$ cat src/rtl/keypad_entry_if.sv
// Keypad entry bus: scanner key events in, live/committed BCD entry and status strobes out.
interface keypad_entry_if #(
   parameter int NUM_DIGITS = 4
);
   logic [3:0]              key_code;
   logic                    data_ready;
   logic [4*NUM_DIGITS-1:0] buffer;
   logic [2:0]              digit_count;
   logic [4*NUM_DIGITS-1:0] value;
   logic                    value_valid;
   logic                    entry_error;
   logic                    timeout;

   modport master (
      output key_code, data_ready,
      input  buffer, digit_count, value, value_valid, entry_error, timeout
   );

   modport slave (
      input  key_code, data_ready,
      output buffer, digit_count, value, value_valid, entry_error, timeout
   );
endinterface

$ cat src/rtl/keypad_entry.sv
// Assembles scanner key events into a BCD entry; '*' clears, '#' commits with a one-cycle strobe.
// One-cycle latency from the sampling edge; no backpressure, every key event is consumed.
module keypad_entry #(
   parameter int NUM_DIGITS     = 4,
   parameter int TIMEOUT_CYCLES = 1000
) (
   input logic          clock,
   input logic          reset,
   keypad_entry_if.slave kp
);
   localparam int BW = 4 * NUM_DIGITS;
   localparam int TW = (TIMEOUT_CYCLES > 0) ? $clog2(TIMEOUT_CYCLES + 1) : 1;

   typedef enum logic {IDLE, ENTRY} state_t;

   state_t          state_q, state_d;
   logic [BW-1:0]   buf_q, buf_d;
   logic [BW-1:0]   val_q, val_d;
   logic [2:0]      cnt_q, cnt_d;
   logic [TW-1:0]   tmr_q, tmr_d;
   logic            dr_q;
   logic            vv_q, vv_d;
   logic            err_q, err_d;
   logic            to_q, to_d;

   logic            key_evt;
   logic            is_digit;
   logic            is_letter;
   logic            key_act;

   assign key_evt   = kp.data_ready & ~dr_q;
   assign is_digit  = (kp.key_code <= 4'd9);
   assign is_letter = (kp.key_code >= 4'hA) && (kp.key_code <= 4'hD);
   // Letters are invisible: they neither act nor disturb the inactivity timer.
   assign key_act   = key_evt & ~is_letter;

   always_ff @(posedge clock or negedge reset) begin
      if (!reset) begin
         state_q <= IDLE;
         buf_q   <= '0;
         val_q   <= '0;
         cnt_q   <= '0;
         tmr_q   <= '0;
         dr_q    <= 1'b0;
         vv_q    <= 1'b0;
         err_q   <= 1'b0;
         to_q    <= 1'b0;
      end else begin
         state_q <= state_d;
         buf_q   <= buf_d;
         val_q   <= val_d;
         cnt_q   <= cnt_d;
         tmr_q   <= tmr_d;
         dr_q    <= kp.data_ready;
         vv_q    <= vv_d;
         err_q   <= err_d;
         to_q    <= to_d;
      end
   end

   always_comb begin
      state_d = state_q;
      buf_d   = buf_q;
      val_d   = val_q;
      cnt_d   = cnt_q;
      tmr_d   = tmr_q;
      vv_d    = 1'b0;
      err_d   = 1'b0;
      to_d    = 1'b0;

      if (key_act) begin
         if (is_digit) begin
            if (cnt_q < 3'(NUM_DIGITS)) begin
               buf_d   = (buf_q << 4) | BW'(kp.key_code);
               cnt_d   = cnt_q + 3'd1;
               tmr_d   = '0;
               state_d = ENTRY;
            end else begin
               // Rejected digit freezes the timer for this cycle so expiry cannot coincide with the error strobe.
               err_d = 1'b1;
            end
         end else if (kp.key_code == 4'hE) begin
            buf_d   = '0;
            cnt_d   = '0;
            tmr_d   = '0;
            state_d = IDLE;
         end else begin
            if (state_q == ENTRY) begin
               val_d   = buf_q;
               vv_d    = 1'b1;
               buf_d   = '0;
               cnt_d   = '0;
               tmr_d   = '0;
               state_d = IDLE;
            end else begin
               err_d = 1'b1;
            end
         end
      end else if ((state_q == ENTRY) && (TIMEOUT_CYCLES != 0)) begin
         if (tmr_q == TW'(TIMEOUT_CYCLES - 1)) begin
            buf_d   = '0;
            cnt_d   = '0;
            tmr_d   = '0;
            to_d    = 1'b1;
            state_d = IDLE;
         end else begin
            tmr_d = tmr_q + TW'(1);
         end
      end
   end

   assign kp.buffer      = buf_q;
   assign kp.digit_count = cnt_q;
   assign kp.value       = val_q;
   assign kp.value_valid = vv_q;
   assign kp.entry_error = err_q;
   assign kp.timeout     = to_q;

endmodule

$ cat src/flat_wrapper.sv
// flat-port wrapper written by rule: the top's interface ports become plain ports
module keypad_entry_flat 
#(
   parameter int NUM_DIGITS     = 4,
   parameter int TIMEOUT_CYCLES = 1000
)
  (clock, reset, kp_key_code, kp_data_ready, kp_buffer, kp_digit_count, kp_value, kp_value_valid, kp_entry_error, kp_timeout);
  keypad_entry_if #(.NUM_DIGITS(NUM_DIGITS)) kp_i ();
  input logic clock;
  input logic reset;
  input wire logic [$bits(kp_i.key_code)-1:0] kp_key_code;
  input wire logic [$bits(kp_i.data_ready)-1:0] kp_data_ready;
  output wire logic [$bits(kp_i.buffer)-1:0] kp_buffer;
  output wire logic [$bits(kp_i.digit_count)-1:0] kp_digit_count;
  output wire logic [$bits(kp_i.value)-1:0] kp_value;
  output wire logic [$bits(kp_i.value_valid)-1:0] kp_value_valid;
  output wire logic [$bits(kp_i.entry_error)-1:0] kp_entry_error;
  output wire logic [$bits(kp_i.timeout)-1:0] kp_timeout;
  assign kp_i.key_code = kp_key_code;
  assign kp_i.data_ready = kp_data_ready;
  assign kp_buffer = kp_i.buffer;
  assign kp_digit_count = kp_i.digit_count;
  assign kp_value = kp_i.value;
  assign kp_value_valid = kp_i.value_valid;
  assign kp_entry_error = kp_i.entry_error;
  assign kp_timeout = kp_i.timeout;
  keypad_entry #(.NUM_DIGITS(NUM_DIGITS), .TIMEOUT_CYCLES(TIMEOUT_CYCLES)) u_core (.clock(clock), .reset(reset), .kp(kp_i));
endmodule
$ cat config.mk
export PLATFORM = sky130hd
export DESIGN_NAME = keypad_entry_flat
export DESIGN_NICKNAME = d
export VERILOG_FILES = /design/src/rtl/keypad_entry_if.sv /design/src/rtl/keypad_entry.sv /design/src/flat_wrapper.sv
export SDC_FILE = /design/constraint.sdc
export NUM_CORES = 1
export LEC_CHECK = 0
export CAP_MARGIN = 20
export CORE_ASPECT_RATIO = 0.8
export CORE_MARGIN = 3
export CORE_UTILIZATION = 46
export CTS_CLUSTER_DIAMETER = 200
export DETAILED_ROUTE_END_ITERATION = 10
export PLACE_DENSITY_LB_ADDON = 0.2
export SLEW_MARGIN = 20
export SYNTH_ARGS = -nofsm -noshare
export SYNTH_HDL_FRONTEND = slang
export SYNTH_SLANG_ARGS = --single-unit
$ cat constraint.sdc
create_clock -name clock -period 2.2 [get_ports clock]
set_clock_uncertainty 0.2 [all_clocks]
set_input_delay 0.44 -clock clock [delete_from_list [all_inputs] [get_ports clock]]
set_output_delay 0.44 -clock clock [all_outputs]
set_load 0.01 [all_outputs]
* Yosys cells after proc, flatten, opt, wreduce, memory -nomap -nowiden
Index checks and enable logic that the tools add are counted.
Cells by class: equality and inequality tests 3, reduce and logical (&&, ||, !) cells 7, mux-type cells 38, $add $sub $neg 2, magnitude comparators 4, bitwise operators 7
Operator list (number):
- $mux 16 | 7
- $mux 10 | 7
- $mux 3 | 7
- $mux 1 | 17
- $or 16x4->16 | 1
- $add 10x1->10 const B | 1
- $eq 10x10->1 const B | 1
- $le 4x4->1 const B | 2
- $reduce_and 4->1 | 2
- $eq 4x4->1 const B | 1
- $ge 4x4->1 const B | 1
- $not 1->1 | 4
- $reduce_bool 2->1 | 2
- $add 3x1->3 const B | 1
- $lt 3x3->1 const B | 1
- $ne 3x3->1 const B | 1
- $reduce_and 3->1 | 1
- $reduce_bool 3->1 | 1
- $and 1x1->1 | 2
- $logic_and 1x1->1 | 1
Storage, ports and cells: flip-flop bits (word level) 50, input bits 7

* Depth between registers and ports, before layout
Gate-level depths: netlist of the first run.
depth after elaboration 6, depth in mapped cells 8, gate-level depth less buffers 6

* Worst setup path before layout of the first run
Ideal clock, no wire load.
path type reg-to-reg, start point reg u_core.tmr_q[3], end point reg u_core.buf_q[3], in the netlist u_core.kp.buffer[3], slack -156 ps, stages on the path, launching flop included 6, path buffers 0, data required time 1875 ps, arrival time 2032 ps, cell sequence dfrtp_1 -> or3b_1 -> or4_4 -> and2_4 -> nor2_1 -> mux2_2
On the way: longest elaborated chain between the ends 3
RTL lines:
- from (decl) | line keypad_entry.sv:20 | logic [TW-1:0] tmr_q, tmr_d;
- from (signal assigned) | line keypad_entry.sv:53 | tmr_q <= tmr_d;
- $eq 10x10->1 | line keypad_entry.sv:100 | if (tmr_q == TW'(TIMEOUT_CYCLES - 1)) begin
- $reduce_bool 2->1 (no source line)
- $reduce_and 4->1 (no source line)
- to (signal assigned) | line keypad_entry.sv:50 | buf_q <= buf_d;
- to (decl) | line keypad_entry.sv:17 | logic [BW-1:0] buf_q, buf_d;
No other way between the ends. A chain may end at the register's enable or synchronous reset.

* Worst setup path after layout of the first run
start point reg u_core.tmr_q[1], end point reg u_core.cnt_q[0], in the netlist u_core.kp.digit_count[0]
On the way: longest elaborated chain between the ends 3
RTL lines:
- $eq 10x10->1 | line keypad_entry.sv:100
- $reduce_bool 2->1 (no source line)
- $reduce_and 4->1 (no source line)
- to (signal assigned) | line keypad_entry.sv:52 | cnt_q <= cnt_d;
- to (decl) | line keypad_entry.sv:19 | logic [2:0] cnt_q, cnt_d;
No other way between the ends.

==> flow_metrics.py, run 1 <==
metrics = {
    "yosys": {
        "postSynthRegisterBits": 50,
        "xor_and_xnor_fraction_of_the_mapped_netlist_area": 0.00393,
        "post_synth_and_or_nand_nor_area_fraction": 0.131,
        "synth_top_family_by_area": "compound AO/OA/AOI/OAI gates",
        "post_synth_num_cell_types": 35,
        "avgSynthCellArea_um2": 10.8,
        "post_synth_mux_area_share": 0.0904,
        "synth.cell_area_um2": 2230,
        "synthesis.instances": 207,
        "syn-num-nets": 216,
        "synth_compound_gate_area_share": 0.161,
        "synth_fa_ha_area_frac": 0.0112,
        "seq_area_frac_synth": 0.561,
        "synth-warning-count": 0,
    },
    "critical_path": {
        "timing_worst_setup_path_type": "reg2reg",
        "worstSetupEndpointType": "register",
        "r2r_setup_slack_ns": 0.01,
        "start_kind": "register",
        "crit_arrival_ns": 2.23,
        "crit_path_end": "u_core.kp.digit_count[0]",
        "count_of_cells_along_the_worst_register_to_register_path": 6,
        "worst_r2r_startpoint": "u_core.tmr_q[1]",
        "reg2reg_to": "u_core.kp.digit_count[0]",
        "critPathLaunch": "u_core.tmr_q[1]",
        "required_time_at_the_endpoint_of_the_critical_path_ns": 2.24,
        "timing.critical_path.fanout_max": 5,
    },
    "floorplanning": {
        "initial_cell_density_of_the_core": 0.505,
        "die_area_um2": 5720,
        "die-width_um": 83.8,
        "dieHeight_um": 68.3,
        "placeableCoreArea_um2": 4410,
        "rows": 21,
        "floorplan.io_pins": 45,
    },
    "pwr": {
        "switching_power_uw": 603,
        "p_leak_nw": 1.39,
        "pwr-share-comb": 0.245,
        "swShare": 0.287,
        "pint_mw": 1.50,
        "clockPowerShare": 0.257,
        "power.share.sequential": 0.498,
        "vdd_ir_drop_max_uv": 366,
        "power_density_nw_per_um2": 667,
    },
    "sta": {
        "achievable-frequency_mhz": 457,
        "min_period_ns": 2.19,
        "grt_setup_unrepaired": "yes",
        "setup_viol_count_final": 0,
        "fin_hold_ws_ns": 0.253,
        "finalHoldViolations": 0,
        "worstMarginPinSlew_ns": 0.372,
        "final.period_utilization": 0.994,
        "maxSlewViolCount": 0,
        "slew_headroom": 0.750,
        "totalNegativeSetupSlack_ns": 0,
    },
    "grt": {
        "globalRoute.totalOverflow": 0,
        "grt_max_degree": 51,
        "grt_first_pass_wirelength_um": 8940,
        "first_global_vias": 1820,
        "grt_util_all_layers": 0.200,
        "initial_antenna_violation_count": 0,
    },
    "placement": {
        "dp.final_hpwl_um": 3420,
        "gp_congestion": 0.829,
        "io_buffer_count": 44,
        "placedCellCount": 318,
    },
    "clocking": {
        "tritoncts": "yes",
        "cts.root.buffer_cell": "clkbuf_8",
        "cts_max_path_buffers": 2,
        "cts_sinks": 50,
        "total_clock_buffers_created_by_cts": 5,
        "clock_edge_transition_at_the_registers_on_the_reported_setup_and_hold_paths_ns": 0.08,
        "cts.htree.levels": 2,
        "clock_insertion_delay_worst_skew_ns": 0.30,
    },
    "run": {
        "max-cap-violations": 0,
    },
    "route": {
        "detail_route_antenna_nets": 0,
        "detailedRoute.firstIterationViolations": 83,
        "wl_per_cell_um": 16.3,
        "first_pass_iters": 6,
        "routed-via-count": 1828,
        "routed_wirelength_um": 5400,
        "drt_drc_violations_left": 0,
        "vias_per_cell": 5.51,
    },
    "layout": {
        "layout-area-overhead-vs-synth_pct": 41.5,
        "final_core_utilization": 0.714,
        "final-instance-count-excl-fill": 332,
        "final_net_count": 283,
        "final_layout_size_suffix_gt1_frac": 0.284,
        "num_antenna_cells": 0,
    },
    "hold_path": {
        "hold_class": "in2reg",
        "hold_path_startpoint": "kp_data_ready",
    },
    "status": {
        "status": "complete, no violations",
    },
}
[power by group through the flow]
stage | sequential, mW | clock (mW) | combinational, mW
4_1_cts | 1.05 | 0.554 | 0.496
5_1_grt | 1.06 | 0.592 | 0.568
3_5_place_dp | 1.06 | 0 | 0.425
3_3_place_gp | 1.06 | 0 | 0.412
6_report | 1.05 | 0.541 | 0.515
2_1_floorplan | 1.07 | 0 | 0.190
[registers in the layout, indices dropped and copies added (netlist names)]
signal,count
u_core.kp.timeout,1
u_core.kp.entry_error,1
u_core.kp.value_valid,1
u_core.tmr_q,10
u_core.kp.value,16
u_core.kp.buffer,16
u_core.state_q,1
u_core.kp.digit_count,3
u_core.dr_q,1
[per-stage QoR]
| stage | power, mW | worst slack (ns) | area, µm² |
|---|---|---|---|
| 2_1_floorplan | 1.26 | -0.0649 | 2250 |
| 3_3_place_gp | 1.47 | -0.465 | 2880 |
| 3_5_place_dp | 1.49 | -0.525 | 2880 |
| 4_1_cts | 2.10 | 0.0157 | 3100 |
| 5_1_grt | 2.22 | -0.0750 | 3150 |
| 6_report | 2.10 | 0.0141 | 3150 |
[cells in the mapped netlist]
master    number  share of area
or2_2          1         0.0028
mux2i_1        1         0.0045
dfrtp_1       50           0.56
o31a_1         1         0.0039
a31o_2         1         0.0039
or3_1          2         0.0056
mux2_2        17          0.086
o22ai_1        1         0.0028
and3b_1        1         0.0039
or3b_1         1         0.0039
nor3_1         1         0.0022
a21o_1         1         0.0034
clkbuf_1       8          0.013
a221o_1        1         0.0045
nand3_1        5          0.011
nor2b_1        2         0.0056
buf_2          4         0.0090
nor4_1         2         0.0056
a21oi_1        9          0.020
nand4_1        1         0.0028
or4_1          5          0.017
xor2_1         1         0.0039
nor2_1         5         0.0084
or4b_1         1         0.0045
o21ai_0       23          0.052
and2_4         1         0.0039
buf_1          1         0.0017
nand2b_1       1         0.0028
o21bai_1       1         0.0034
nand2_1       27          0.045
ha_1           2          0.011
buf_6          1         0.0051
inv_1          7          0.012
or4_4          1         0.0051
o31ai_1       20          0.067
[placed cells by master, fill, tap and decap left out, types with 2 or more instances in the layout]
cell type	instances
a21oi_1	5
a21oi_2	4
buf_12	3
buf_16	2
buf_2	3
buf_4	21
buf_6	3
clkbuf_8	6
clkdlybuf4s50_1	38
dfrtp_1	50
dlygate4sd2_1	3
inv_1	7
mux2_2	17
nand2_1	27
nand3_1	5
nor2_1	4
nor2b_1	2
nor4_2	2
o21ai_0	12
o21ai_1	10
o31ai_1	17
o31ai_2	2
or3_1	2
or4_4	5
[worst min path at each step]
| stage | endpoint | slack, ns | depth (start not counted) |
|---|---|---|---|
| 4_1_cts | u_core.dr_q | 0.25 | 1 |
| 3_3_place_gp | u_core.kp.digit_count[0] | 0.25 | 2 |
| 2_1_floorplan | u_core.dr_q | -0.06 | 0 |
| 3_5_place_dp | u_core.kp.digit_count[0] | 0.25 | 2 |
| 6_report | u_core.dr_q | 0.25 | 1 |
| 5_1_grt | u_core.dr_q | 0.25 | 1 |
[final cells by class]
cell class	instances	area [µm²]
fill	342	1260
inverter	7	26.3
sequential	50	1250
clock inverter	1	5.00
timing repair buffer	74	738
tap	57	71.3
clock buffer	7	86.3
multi-input combinational	136	975
[timing repair]
action                     CTS  global route
setup endpoints to repair   38            40
resized for setup           24            21
pin swaps                    7             3
hold buffers                 1             0
hold endpoints to repair    50             0
setup buffers                2             1
gates cloned                 2             0
[worst max-delay path: stages (launching register included)]
cell     delay [ns]
dfrtp_1        0.39
ha_2           0.19
nand2_1        0.07
or4_4          0.53
and2_4         0.19
or4b_1         0.50
nand2_1        0.07
[kinds of logic after synthesis]
kind of cell,count (synthesis)
buffers and inverters,21
AO/OA/AOI/OAI,58
multiplexers,18
flip-flops,50
AND/OR/NAND/NOR,57
XOR/XNOR,1
adder cells (fa/ha/maj),2
[metal layers]
layer  vias up  GRT usage  share of wire  wire length [µm]
li1        879          -              -                 -
met1       876      0.269           0.46              2480
met2        61      0.315           0.46              2510
met3        12     0.0529          0.058               315
met4         0     0.0763          0.018                97
met5         -          0              0                 0
No activity file was read; power rests on OpenSTA's default activity.
==> run 2: changes to the inputs <==
Settings changed: CORE_UTILIZATION 46 to 30.
Clock period 2.2 ns to 2.7 ns, I/O delays scaled along.
==> run 2 against run 1 <==
Wire length is 7.6% lower. Register-to-register slack improved by 0.33 ns. Combinational power decreased by 44%. Cell count up 4.5%. Critical path type is now in2reg. Critical endpoint is now u_core.tmr_q[5].
==> flow_metrics.py, run 2 (synthesized netlist as in run 1, its figures left out) <==
metrics = {
    "status": {
        "status": "complete, no violations",
    },
    "grt": {
        "grt_max_degree": 51,
        "globalRoute.totalOverflow": 0,
        "first_global_vias": 1603,
        "grt_first_pass_wirelength_um": 8460,
        "initial_antenna_violation_count": 0,
        "grt_util_all_layers": 0.124,
    },
    "route": {
        "detail_route_antenna_nets": 0,
        "wl_per_cell_um": 14.4,
        "routed-via-count": 1719,
        "drt_drc_violations_left": 0,
        "routed_wirelength_um": 4990,
        "detailedRoute.firstIterationViolations": 79,
        "vias_per_cell": 4.95,
        "first_pass_iters": 4,
    },
    "critical_path": {
        "worstSetupEndpointType": "register",
        "critical_path.top_delay_family": "compound AO/OA/AOI/OAI gates",
        "start_kind": "input port",
        "r2r_setup_slack_ns": 0.34,
        "slowest_stage": "or4_1",
        "reg2reg_to": "u_core.kp.digit_count[0]",
        "timing.critical_path.fanout_max": 21,
        "timing.critical_path.slowest_cell_delay_ns": 0.50,
        "count_of_cells_along_the_worst_register_to_register_path": 6,
        "worst_r2r_startpoint": "u_core.tmr_q[0]",
        "timing.critical_path.cells": "clkdlybuf4s50_1 -> xor2_1 -> a21o_1 -> a221o_1 -> buf_12 -> or4_1 -> a21oi_1",
        "critical_path_buffer_and_inverter_count": 2,
        "required_time_at_the_endpoint_of_the_critical_path_ns": 2.73,
        "crit_arrival_ns": 2.59,
        "timing_worst_setup_path_type": "in2reg",
    },
    "floorplanning": {
        "rows": 27,
        "die_area_um2": 8500,
        "die-width_um": 102,
        "floorplan.io_pins": 45,
        "placeableCoreArea_um2": 7060,
        "dieHeight_um": 83.1,
        "initial_cell_density_of_the_core": 0.316,
    },
    "layout": {
        "final_layout_size_suffix_gt1_frac": 0.177,
        "layout-area-overhead-vs-synth_pct": 32.5,
        "most_frequent_standard_cell_in_the_layout_excluding_fill_and_tap_cells": "dfrtp_1",
        "num_antenna_cells": 0,
        "design_area_um2": 2950,
        "mostFrequentLayoutCells": "50 x dfrtp_1, 43 x clkdlybuf4s50_1, 27 x nand2_1",
        "final_net_count": 268,
        "fillerInstances": 700,
    },
    "pwr": {
        "power_density_nw_per_um2": 573,
        "vdd_ir_drop_max_uv": 232,
        "p_leak_nw": 1.28,
    },
    "placement": {
        "io_buffer_count": 44,
        "placedInstanceArea_um2": 2830,
        "gp_congestion": 0.763,
        "place_worst_setup_slack_ns": -0.181,
        "dp.final_hpwl_um": 3390,
    },
    "sta": {
        "maxSlewViolCount": 0,
        "min_period_ns": 2.56,
        "finalHoldViolations": 0,
        "setup_viol_count_final": 0,
        "final.period_utilization": 0.947,
        "slew_headroom": 0.563,
        "achievable-frequency_mhz": 391,
        "final.setup.worst_slack_ns": 0.143,
        "grt_setup_unrepaired": "no",
        "worstMarginPinSlew_ns": 0.655,
    },
    "clocking": {
        "clock_edge_transition_at_the_registers_on_the_reported_setup_and_hold_paths_ns": 0.10,
        "cts_sinks": 50,
        "cts.htree.levels": 2,
        "cts_hold_buf": 0,
        "post_cts.repair.setup_buffers": 0,
        "cts_max_path_buffers": 2,
        "tritoncts": "yes",
        "clock_insertion_delay_worst_skew_ns": 0.30,
        "cts.root.buffer_cell": "clkbuf_8",
        "total_clock_buffers_created_by_cts": 5,
    },
    "run": {
        "max-cap-violations": 0,
    },
    "hold_path": {
        "hold_class": "in2async",
    },
}
## run 2: cell types whose count changed in the layout (fill, tap and decap cells not counted), moves of 3 or more
cell,change
dlygate4sd2_1,-3
a21oi_1,+4
o21ai_0,+11
o31ai_1,+3
buf_6,-3
or4_4,-4
buf_4,-7
o21ai_1,-10
or4_1,+4
a21oi_2,-4
clkdlybuf4s50_1,+5
## run 2: worst reg2reg max path: stages (launching register included)
cell and delay [ns]:
dfrtp_1 0.40, ha_1 0.23, nand2_1 0.15, or4_4 0.56, and2_4 0.20, or4b_1 0.49
nand2_1 0.08
## run 2: layout make-up
type                            instances  area (µm²)  area share
Clock inverter                          3        43.8      0.0148
Sequential cell                        50        1250       0.424
Multi-Input combinational cell        136         892       0.302
Inverter                                7        26.3     0.00890
Tap cell                               87         109      0.0369
Timing Repair Buffer                   59         561       0.190
Clock buffer                            5        68.8      0.0233
## run 2: where the power goes
part | leakage [nW] | internal, mW | total [mW] | switching [mW]
clock | 0.0585 | 0.278 | 0.541 | 0.263
sequential | 0.686 | 0.806 | 0.863 | 0.0574
combinational | 0.536 | 0.131 | 0.288 | 0.158
## run 2: worst max-delay path by stage
stage,startpoint,endpoint,cells past startpoint
after floorplan,kp_key_code[2],u_core.kp.buffer[3],6
after global placement,kp_key_code[2],u_core.tmr_q[7],7
after detailed placement,kp_key_code[2],u_core.tmr_q[5],7
after CTS,kp_key_code[2],u_core.tmr_q[5],7
after global routing,kp_key_code[2],u_core.tmr_q[5],7
final,kp_key_code[2],u_core.tmr_q[5],7
## run 2: repair_timing
action	4_1_cts	5_1_grt
resized for setup	0	1
hold endpoints to repair	0	0
endpoints found under the setup margin	0	1
## run 2: layer usage
| layer | GRT usage | part of all wire | routed length (µm) |
|---|---|---|---|
| met2 | 0.158 | 0.40 | 2010 |
| met3 | 0.0302 | 0.044 | 221 |
| met5 | 0 | 0 | 0 |
| met1 | 0.204 | 0.55 | 2750 |
| met4 | 0.0286 | 0 | 0 |
## run 2: metrics by stage
| step | hold slack, ns | cells | TNS, ns | utilization | total power, mW |
|---|---|---|---|---|---|
| 3_3_place_gp | 0.289 | 339 | -1.22 | 0.401 | 1.16 |
| 2_1_floorplan | 0.0444 | 207 | 0 | - | 1.02 |
| 3_5_place_dp | 0.292 | 339 | -3.31 | 0.401 | 1.17 |
| 5_1_grt | 0.175 | 347 | 0 | 0.418 | 1.79 |
| 6_report | 0.123 | 347 | 0 | 0.418 | 1.69 |
| 4_1_cts | 0.154 | 347 | 0 | 0.417 | 1.71 |
==> run 3: changes to the inputs <==
Settings changed: CORE_MARGIN 3 to 1.5.
==> run 3 against run 2 <==
Wire length down 3.2%. Power is 4.7% lower. Largest cell class unchanged. Register-to-register slack worse by 0.03 ns. Cell area about the same. Sequential cell count unchanged. Largest power group unchanged.
==> flow_metrics.py, run 3 (synthesized netlist as in run 1, its figures left out) <==
metrics = {
    "sta": {
        "grt_setup_unrepaired": "no",
        "min_period_ns": 2.55,
        "slew_headroom": 0.609,
        "fin_hold_ws_ns": 0.0314,
        "achievable-frequency_mhz": 392,
        "finalHoldViolations": 0,
        "final.period_utilization": 0.946,
        "final.setup.worst_slack_ns": 0.146,
        "worstMarginPinSlew_ns": 0.586,
        "maxSlewViolCount": 0,
        "setup_viol_count_final": 0,
    },
    "placement": {
        "io_buffer_count": 44,
        "dp.final_hpwl_um": 3420,
        "placedCellCount": 341,
        "place_worst_setup_slack_ns": -0.174,
        "gp_congestion": 0.735,
        "placedInstanceArea_um2": 2860,
    },
    "route": {
        "routed_wirelength_um": 4830,
        "detailedRoute.firstIterationViolations": 74,
        "first_pass_iters": 4,
        "drt_drc_violations_left": 0,
        "routed-via-count": 1692,
        "route.layer.met1.wl_um": 2650,
        "vias_per_cell": 4.85,
        "detail_route_antenna_nets": 0,
        "route.top_layer_used": "met4",
        "sum_of_met3_wire_segment_lengths_after_detailed_routing_um": 224,
        "met2_length_um": 1920,
        "wl_per_cell_um": 13.8,
    },
    "pwr": {
        "vdd_ir_drop_max_uv": 241,
        "p_leak_nw": 1.28,
        "power_density_nw_per_um2": 547,
    },
    "critical_path": {
        "crit_arrival_ns": 2.59,
        "timing_worst_setup_path_type": "in2reg",
        "count_of_cells_along_the_worst_register_to_register_path": 6,
        "start_kind": "input port",
        "worstSetupEndpointType": "register",
        "timing.critical_path.fanout_max": 14,
        "worst_r2r_startpoint": "u_core.tmr_q[0]",
        "required_time_at_the_endpoint_of_the_critical_path_ns": 2.73,
        "reg2reg_to": "u_core.kp.digit_count[0]",
        "r2r_setup_slack_ns": 0.31,
    },
    "layout": {
        "final-instance-count-excl-fill": 349,
        "final_net_count": 270,
        "final_layout_size_suffix_gt1_frac": 0.179,
        "layout-area-overhead-vs-synth_pct": 32.5,
        "num_antenna_cells": 0,
        "fillerInstances": 710,
        "most_frequent_standard_cell_in_the_layout_excluding_fill_and_tap_cells": "dfrtp_1",
        "design_area_um2": 2950,
        "mostFrequentLayoutCells": "50 x dfrtp_1, 43 x clkdlybuf4s50_1, 27 x nand2_1",
        "final_core_utilization": 0.420,
    },
    "clocking": {
        "tritoncts": "yes",
        "post_cts.repair.setup_buffers": 0,
        "total_clock_buffers_created_by_cts": 5,
        "clock_edge_transition_at_the_registers_on_the_reported_setup_and_hold_paths_ns": 0.10,
        "cts.htree.levels": 2,
        "clock_insertion_delay_worst_skew_ns": 0.30,
        "cts_hold_buf": 0,
        "cts.root.buffer_cell": "clkbuf_8",
        "cts_max_path_buffers": 2,
        "cts_sinks": 50,
        "postCtsResizedCells": 0,
    },
    "floorplanning": {
        "floorplan.io_pins": 45,
        "rows": 27,
        "die_area_um2": 7960,
        "placeableCoreArea_um2": 7030,
        "initial_cell_density_of_the_core": 0.317,
        "die-width_um": 99.4,
        "dieHeight_um": 80.1,
    },
    "grt": {
        "grt_max_degree": 28,
        "first_global_vias": 1614,
        "globalRoute.totalOverflow": 0,
        "initial_antenna_violation_count": 0,
        "grt_util_all_layers": 0.133,
        "grt_first_pass_wirelength_um": 8360,
    },
    "run": {
        "max-cap-violations": 0,
    },
    "status": {
        "status": "complete, no violations",
    },
    "hold_path": {
        "hold_class": "in2async",
    },
}
run 3: changes by cell type in the layout (fill, tap and decap cells not counted), sizes merged:
cell,before,now
buf,16,18
clkinvlp,0,2
bufinv,1,0
clkinv,1,0
run 3: layer usage:
layer  global-route usage  vias up
met4               0.0423        0
met3               0.0270        2
met1                0.209      803
li1                     -      849
met5                    0        -
met2                0.180       38
run 3: worst max path at each step:
stage              startpoint  slack (ns)                   to  cells after the start
3_5_place_dp   kp_key_code[2]       -0.17      u_core.tmr_q[8]                      7
5_1_grt        kp_key_code[2]        0.04      u_core.tmr_q[7]                      7
3_3_place_gp   kp_key_code[2]       -0.13      u_core.tmr_q[5]                      7
6_report       kp_key_code[2]        0.15      u_core.tmr_q[5]                      7
4_1_cts        kp_key_code[2]        0.15      u_core.tmr_q[5]                      7
2_1_floorplan  kp_key_code[2]        0.29  u_core.kp.buffer[3]                      6
run 3: power breakdown:
| group | total, mW | switching [mW] | internal [mW] | leakage, nW |
|---|---|---|---|---|
| Clock | 0.452 | 0.266 | 0.186 | 0.0408 |
| Sequential | 0.862 | 0.0564 | 0.806 | 0.686 |
| Combinational | 0.300 | 0.158 | 0.142 | 0.549 |
run 3: through the flow:
step           TNS [ns]  total power [mW]
6_report              0              1.61
5_1_grt               0              1.72
4_1_cts               0              1.64
3_5_place_dp      -2.35              1.18
3_3_place_gp      -1.27              1.17
2_1_floorplan         0              1.02
run 3: area by class of cell:
class	count	area [µm²]	area share
inverters	7	26.3	0.00890
clock inverters	3	23.8	0.00805
clock buffers	5	68.8	0.0233
flip-flops and latches	50	1250	0.424
multi-input cells	136	886	0.300
repair buffers	61	588	0.199
well taps	87	109	0.0369
run 3: critical path: stages:
cell,delay (ns)
clkdlybuf4s50_1,0.45
xor2_1,0.18
a21o_1,0.20
a221o_1,0.40
buf_12,0.16
or4_1,0.49
a21oi_1,0.16
